<file path="src/rtl/riscv_pkg.sv">
`default_nettype none
// ============================================================================
// Module      : riscv_pkg
// Description : Shared core definitions: load/store unit state encoding,
//               funct3 access-size encodings and the access legality check.
// Revision    : 1.0 - initial release
// ============================================================================
package riscv_pkg;

   typedef enum logic [1:0] {
      LSU_IDLE      = 2'd0,
      LSU_REQ       = 2'd1,
      LSU_WAIT_RESP = 2'd2,
      LSU_DONE      = 2'd3
   } lsu_state_t;

   localparam logic [2:0] F3_B  = 3'd0;
   localparam logic [2:0] F3_H  = 3'd1;
   localparam logic [2:0] F3_W  = 3'd2;
   localparam logic [2:0] F3_BU = 3'd4;
   localparam logic [2:0] F3_HU = 3'd5;

   // High when the access is misaligned or uses an encoding that does not
   // exist for its direction (stores have no unsigned variants).
   function automatic logic access_bad(input logic       is_ld,
                                       input logic [2:0] f3,
                                       input logic [1:0] off);
      logic bad;
      case (f3)
         F3_B:    bad = 1'b0;
         F3_BU:   bad = !is_ld;
         F3_H:    bad = off[0];
         F3_HU:   bad = !is_ld || off[0];
         F3_W:    bad = (off != 2'b00);
         default: bad = 1'b1;
      endcase
      return bad;
   endfunction

endpackage
`default_nettype wire

</file>
<file path="src/rtl/load_align.sv">
`default_nettype none
// ============================================================================
// Module      : load_align
// Description : Selects the addressed byte/half of a returned memory word and
//               sign- or zero-extends it according to funct3.
// Ports       : offset - byte offset within the word
//               funct3 - load size/sign encoding
//               word   - raw word returned by memory
//               data   - aligned, extended load result
// Revision    : 1.0 - initial release
// ============================================================================
module load_align
   import riscv_pkg::*;
(
   input  logic [1:0]  offset,
   input  logic [2:0]  funct3,
   input  logic [31:0] word,
   output logic [31:0] data
);

   logic [7:0]  byte_sel;
   logic [15:0] half_sel;

   always_comb begin
      case (offset)
         2'd0:    byte_sel = word[7:0];
         2'd1:    byte_sel = word[15:8];
         2'd2:    byte_sel = word[23:16];
         default: byte_sel = word[31:24];
      endcase
      // Halfword accesses are 2-byte aligned, so offset[1] picks the half.
      half_sel = offset[1] ? word[31:16] : word[15:0];

      case (funct3)
         F3_B:    data = {{24{byte_sel[7]}}, byte_sel};
         F3_BU:   data = {24'h0, byte_sel};
         F3_H:    data = {{16{half_sel[15]}}, half_sel};
         F3_HU:   data = {16'h0, half_sel};
         default: data = word;
      endcase
   end

endmodule
`default_nettype wire

</file>
<file path="src/rtl/load_store_unit.sv">
`default_nettype none
// ============================================================================
// Module      : load_store_unit
// Description : Single-outstanding load/store unit. Accepts one access in
//               IDLE, issues a word-aligned memory request with byte enables,
//               waits for load data and writes it back for one cycle.
//               Misaligned/illegal accesses raise a one-cycle access_fault.
// Ports       : clk, reset (async, active-high)
//               ld_en/st_en/is_load/is_store/funct3/addr/st_data/rd - issue
//               busy                  - unit is not idle
//               mem_req_*             - memory request channel (valid/ready)
//               mem_resp_valid/data   - memory load response
//               ld_valid/ld_rd/ld_data - load writeback
//               access_fault          - misaligned/illegal access pulse
// Revision    : 1.0 - initial release
// ============================================================================
module load_store_unit
   import riscv_pkg::*;
(
   input  logic        clk,
   input  logic        reset,
   input  logic        ld_en,
   input  logic        st_en,
   input  logic        is_load,
   input  logic        is_store,
   input  logic [2:0]  funct3,
   input  logic [31:0] addr,
   input  logic [31:0] st_data,
   input  logic [4:0]  rd,
   output logic        busy,
   output logic        mem_req_valid,
   input  logic        mem_req_ready,
   output logic        mem_req_we,
   output logic [31:0] mem_req_addr,
   output logic [31:0] mem_req_wdata,
   output logic [3:0]  mem_req_be,
   input  logic        mem_resp_valid,
   input  logic [31:0] mem_resp_data,
   output logic        ld_valid,
   output logic [4:0]  ld_rd,
   output logic [31:0] ld_data,
   output logic        access_fault
);

   lsu_state_t  state;
   logic [1:0]  off_q;
   logic [2:0]  f3_q;
   logic [4:0]  rd_q;

   logic        take_ld;
   logic        take_st;
   logic        accept;
   logic        bad;
   logic [31:0] wdata_lane;
   logic [3:0]  be_lane;
   logic [31:0] aligned;

   always_comb begin
      // A load request has priority whenever is_load is asserted.
      take_ld = is_load && ld_en;
      take_st = !is_load && is_store && st_en;
      accept  = (state == LSU_IDLE) && (take_ld || take_st);
      bad     = access_bad(take_ld, funct3, addr[1:0]);

      // Replicate store data across the word so the enabled lane carries it.
      case (funct3[1:0])
         2'b00: begin
            be_lane    = 4'b0001 << addr[1:0];
            wdata_lane = {4{st_data[7:0]}};
         end
         2'b01: begin
            be_lane    = 4'b0011 << addr[1:0];
            wdata_lane = {2{st_data[15:0]}};
         end
         default: begin
            be_lane    = 4'b1111;
            wdata_lane = st_data;
         end
      endcase
   end

   load_align u_load_align (
      .offset (off_q),
      .funct3 (f3_q),
      .word   (mem_resp_data),
      .data   (aligned)
   );

   always_ff @(posedge clk or posedge reset) begin
      if (reset) begin
         state         <= LSU_IDLE;
         busy          <= 1'b0;
         mem_req_valid <= 1'b0;
         mem_req_we    <= 1'b0;
         mem_req_addr  <= 32'h0;
         mem_req_wdata <= 32'h0;
         mem_req_be    <= 4'h0;
         ld_valid      <= 1'b0;
         ld_rd         <= 5'h0;
         ld_data       <= 32'h0;
         access_fault  <= 1'b0;
         off_q         <= 2'h0;
         f3_q          <= 3'h0;
         rd_q          <= 5'h0;
      end else begin
         access_fault <= 1'b0;
         ld_valid     <= 1'b0;
         case (state)
            LSU_IDLE: begin
               if (accept) begin
                  if (bad) begin
                     access_fault <= 1'b1;
                  end else begin
                     state         <= LSU_REQ;
                     busy          <= 1'b1;
                     mem_req_valid <= 1'b1;
                     mem_req_we    <= take_st;
                     mem_req_addr  <= {addr[31:2], 2'b00};
                     mem_req_wdata <= take_st ? wdata_lane : 32'h0;
                     mem_req_be    <= be_lane;
                     off_q         <= addr[1:0];
                     f3_q          <= funct3;
                     rd_q          <= rd;
                  end
               end
            end
            LSU_REQ: begin
               if (mem_req_ready) begin
                  mem_req_valid <= 1'b0;
                  if (mem_req_we) begin
                     state <= LSU_IDLE;
                     busy  <= 1'b0;
                  end else begin
                     state <= LSU_WAIT_RESP;
                  end
               end
            end
            LSU_WAIT_RESP: begin
               if (mem_resp_valid) begin
                  ld_data  <= aligned;
                  ld_rd    <= rd_q;
                  ld_valid <= 1'b1;
                  state    <= LSU_DONE;
               end
            end
            default: begin
               state <= LSU_IDLE;
               busy  <= 1'b0;
            end
         endcase
      end
   end

endmodule
`default_nettype wire

</file>
<file path="config.mk">
export PLATFORM = sky130hd
export DESIGN_NAME = load_store_unit
export DESIGN_NICKNAME = d
export VERILOG_FILES = /design/src/rtl/riscv_pkg.sv /design/src/rtl/load_align.sv /design/src/rtl/load_store_unit.sv
export SDC_FILE = /design/constraint.sdc
export NUM_CORES = 1
export LEC_CHECK = 0
export CAP_MARGIN = 20
export CELL_PAD_IN_SITES_DETAIL_PLACEMENT = 0
export CELL_PAD_IN_SITES_GLOBAL_PLACEMENT = 1
export CORE_MARGIN = 3
export CORE_UTILIZATION = 45
export DETAILED_ROUTE_END_ITERATION = 10
export DONT_BUFFER_PORTS = 1
export PLACE_DENSITY_LB_ADDON = 0.1
export SETUP_SLACK_MARGIN = 0.5
export SYNTH_ARGS = -nofsm -noshare
export SYNTH_HDL_FRONTEND = slang
export SYNTH_HIERARCHICAL = 1
export SYNTH_SLANG_ARGS = --single-unit
</file>
<file path="constraint.sdc">
create_clock -name clk -period 4.15 [get_ports clk]
set_clock_uncertainty 0.2 [all_clocks]
set_input_delay 0.415 -clock clk [delete_from_list [all_inputs] [get_ports clk]]
set_output_delay 0.415 -clock clk [all_outputs]
set_load 0.01 [all_outputs]
</file>
# After elaboration in Yosys (flattened, before gate mapping)
# Index checks and enable logic that the tools add are counted.
# op_classes
add_sub_neg	0
bitwise_logic	2
n_eq_ne	17
reduce_logical	20
n_mux	25
div	0
n_lt_le_gt_ge	0
mul	0
n_shift	2
# op_table
op	n
one-hot mux 32 bit (4 select lines)	1
one-hot mux 32 bit (2 select lines)	1
2-to-1 mux 32 bit	1
one-hot mux 8 bit (3 select lines)	1
2-to-1 mux 16 bit	1
== test 3 bit (second input constant)	4
2-to-1 mux 1 bit	10
2-to-1 mux 2 bit	5
!= test 2 bit (second input constant)	5
one-hot mux 4 bit (2 select lines)	1
AND reduction 4 bit	2
== test 2 x 1 -> 1 bit (second input constant)	3
== test 3 x 1 -> 1 bit (second input constant)	2
zero test 2 bit	3
zero test 3 bit	2
one-hot mux 2 bit (3 select lines)	1
one-hot mux 1 bit (5 select lines)	1
AND reduction 5 bit	1
== test 2 bit (second input constant)	2
logical AND 1 bit	4
nonzero test 2 bit	2
<< shifter 1 x 2 -> 4 bit (first input constant)	1
<< shifter 2 x 2 -> 4 bit (first input constant)	1
== test 3 x 2 -> 1 bit (second input constant)	1
7 further kinds	10
# totals
romBits	0
elab_cells	80
in_bits	112
latchBits	0
memories	0
ramBits	0
output_inout_bits	110
ff_bits	120

# Logic depth before layout (Yosys ltp)
# depth
ltp_word	7
ltp_mapped	7
ltp_nobuf	4

# Hierarchy
# The synthesis kept the hierarchy.
# by_module_without_submodules
module	area_per_inst_um2	cells_per_inst	seq_area_each_um2	n_inst
load_store_unit	4854.7	334	3002.9	1
load_align	969.7	133	0.0	1

# Worst setup path after synthesis
# No wires, ideal clock.
# synth_timing
path_type	input -> register
from	input funct3[1]
to	register mem_req_addr[25]
cell_stages	6
arrival_ps	1762
setup_slack_ps	2061
n_path_buf	2
required_time_ps	3822
setup_time_ps	128
cell_sequence	buf_2 > and3b_1 > a2111oi_4 > nand2_2 > buf_2 > mux2_1
# synth_between
elab_chain_cells	4
elab_cells_between_ends	8
cone_classes	4 x eq/ne; 1 x mux; 1 x bitwise; 2 x reduce/logical
# synth_rtl
element	line_no	text
start: declaration	load_store_unit.sv:26	input logic [2:0] funct3,
== test 3 x 2 -> 1 bit, or another cell as far along	riscv_pkg.sv:29	case (f3)
one-hot mux 1 bit (5 select lines) (*)	riscv_pkg.sv:29	
NOT 1 bit (no line) (*)	--	
AND reduction 3 bit (no line) (*)	--	
end signal: assignment	load_store_unit.sv:118	mem_req_addr <= {addr[31:2], 2'b00};
end: declaration	load_store_unit.sv:34	output logic [31:0] mem_req_addr,
# Mark *: on every way between the ends. The rest lies on a longest branch, timed or not.
# A chain may end at the register's enable or synchronous reset.

# Worst setup path in the final report
# layout_timing
from	register off_q[1]
to	register ld_data[15]
# layout_between
elab_chain_cells	3
elab_cells_between_ends	6
cone_classes	2 x eq/ne; 3 x mux; 1 x reduce/logical
# layout_rtl
element	line_no	text
start: declaration	load_store_unit.sv:46	logic [1:0] off_q;
start signal: assignment	load_store_unit.sv:121	off_q <= addr[1:0];
== test 2 bit, or another cell as far along	load_align.sv:25	case (offset)
one-hot mux 8 bit (3 select lines)	load_align.sv:25	
one-hot mux 32 bit (4 select lines) (*)	load_align.sv:34	case (funct3)
via aligned[15]	load_store_unit.sv:56	logic [31:0] aligned;
end signal: assignment	load_store_unit.sv:140	ld_data <= aligned;
end: declaration	load_store_unit.sv:41	output logic [31:0] ld_data,
# The timed path passes the listed nets; every way through them passes the cells marked *.

==> out/metrics.cfg <==
[setup_path]
rrSetupSlack_ns=1.52
r2r_cells=4
arrival_ns=2.71
crit_type=reg2reg
worstPathRequired_ns=4.24
timing.rr.start=off_q[1]
r2r-end=ld_data[15]
critPathMaxFanout=30
setup.worst_path.end_class=flop
critPathLaunchType=flop

[clock_network]
root_buffer=clkbuf_16
clock_latency_ns=0.40
path_clk_slew_ns=0.06
cts_tree=built
clk_path_buf_depth=2
h-tree-depth=4
cts_buffers=17
cts.sinks=120
cts_setup_buffers=0

[synth]
synth_edf_count=0
ys_types=46
ys.flop_type=dfrtp_1
avgSynthCellArea_um2=12.5
synth_area_mm2=0.00582
synth_common_cells=dfrtp_1, mux2_2, nor2_1, mux2i_1, a21oi_1
synth_top_area_share_pct=51.6
yosysWarnings=6
synth.top_cells.by_area=dfrtp_1, mux2_2, mux2i_1
synth-seq-cells=120
synth-seq-area-share_pct=51.6
synth_cells=467
ys_async_sr_fraction_pct=100
yosysMostFrequentCell=dfrtp_1
yosysTopAreaCell=dfrtp_1

[grt]
grtUsageMet2_pct=35.7
grt_busiest_layer=met2
grt_overflow_total=0
grt_pass1_vias=4233
grt_antenna_before_repair=0
grt.total_usage_pct=21.9
grtUsageMet3_pct=10.2
grtUsageMet1_pct=25.7
grt_max_degree=80
grt_pass1_wl_um=24300

[sta]
period_minus_slack_ns=2.63
hold_viol_final=0
setup_viol=0
finalSetupTns_ns=0
holdWs_ns=0.0133
rsz0062_at_grt=false
tightestPinTransition_ns=1.01
min_period_over_period_pct=63.3
clock.fmax_mhz=381
relSlewSlack_pct=32.6
drv_slew=0

[floorplanning]
fp.dieArea_mm2=0.0143
initial_core_util_pct=47.3
fp-row-count=40
die_y_um=120
fp.coreArea_mm2=0.0123
io_pins=222
die_width_um=120

[run]
cap_violations=0

[worst_hold_path]
hold_end=mem_req_wdata[12]
hold_depth=2
hp-class=in2reg
worstHoldStart=st_data[4]

[drt]
vias_per_cell=5.80
vias=4009
wire_per_inst_um=22.4
ant_nets=0
route.detailed.drc=0
route.final.wire_length_um=15500
drtPass1Iterations=4
drt_iter0_drc=251

[placed_design]
place_congestion=0.784
hpwl_um=10300
io_buffers=0

[final_layout]
drive_above_1_share_pct=22.2
fillers=1049
diodes=0
multiInputGateArea_mm2=0.00256
register_area_mm2=0.00300
area_delta_synth_final_pct=21.3
nets=622

[pwr]
leakagePower_uw=0.00311
vdd_ir_drop_max_mv=0.333
p_per_area_mw_per_mm2=768

[status]
status=complete, no violations

-- cells by family after synthesis --
family / count (synthesis) / synth area share, %
compound gates: 109 / 14.7
buf+inv: 54 / 4.77
flops: 120 / 51.6
mux: 115 / 23.6
other cells: 1 / 0.0644
simple gates: 68 / 5.31
-- worst max-delay path, cell delays in order (launching register included) --
cell      delay (ns)
dfrtp_1         0.99
nor2_1          0.18
a22oi_4         0.64
a221oi_1        0.20
mux2_2          0.30
-- cell type report --
cell class | count | area share, %
Multi-Input combinational cell | 294 | 36.2
Clock inverter | 11 | 2.02
Clock buffer | 21 | 6.80
Sequential cell | 120 | 42.5
Inverter | 17 | 0.956
Timing Repair Buffer | 60 | 8.57
Tap cell | 168 | 2.97
-- per-layer routing --
layer / vias up / wire (um)
met3: 13 / 1610
met5: - / 0
met2: 174 / 7730
met4: 0 / 213
li1: 1805 / -
met1: 2017 / 5920
-- where the power goes --
part	switching, uW	total, uW	internal (uW)
clock	526	1530	1010
combinational	652	1420	772
sequential	755	2470	1710
total	1930	5430	3490
-- how the worst max path moves through the flow --
stage | from | to | slack [ns] | cells past startpoint
CTS | off_q[1] | ld_data[15] | 1.52 | 4
floorplan | funct3[1] | mem_req_addr[25] | 2.06 | 6
global route | off_q[1] | ld_data[19] | 1.34 | 4
finish | off_q[1] | ld_data[15] | 1.52 | 4
detailed placement | funct3[0] | rd_q[2] | 1.47 | 4
global placement | funct3[0] | mem_req_addr[30] | 1.55 | 4
-- stage by stage --
step / setup slack (ns) / instance area (um2) / total power (uW) / utilization, % / instances
3_3_place_gp: 1.55 / 5850 / 3810 / 47.5 / 601
4_1_cts: 1.52 / 7050 / 5460 / 57.2 / 690
2_1_floorplan: 2.06 / 5830 / 3550 / - / 468
6_report: 1.52 / 7070 / 5430 / 57.4 / 691
5_1_grt: 1.34 / 7070 / 5730 / 57.4 / 691
3_5_place_dp: 1.47 / 5850 / 3870 / 47.5 / 601
-- flip-flops by register name (all words and copies together), names as in the netlist --
name and flops:
off_q 2, mem_req_addr 30, f3_q 3, ld_data 32
mem_req_wdata 32, busy 1, rd_q 5, ld_valid 1
mem_req_we 1, ld_rd 5, mem_req_be 4, mem_req_valid 1
access_fault 1, state 2
-- cells in the final DEF (no fill, tap or decap), types with 9 or more instances in the layout --
master	n
a21oi_1	21
mux2i_1	28
nor2b_1	10
mux2_1	11
dlygate4sd3_1	57
a22o_1	16
mux2_2	67
dfrtp_1	120
nand2_1	18
clkbuf_16	17
o2bb2ai_1	18
o22ai_1	16
inv_1	14
o21ai_0	9
nor2_1	30
-- what timing repair did --
item / in CTS / in global routing
endpoints found under the hold margin: 100 / 0
gates resized for setup: 0 / 0
hold buffers: 57 / 0
(Power assumes the default switching activity.)
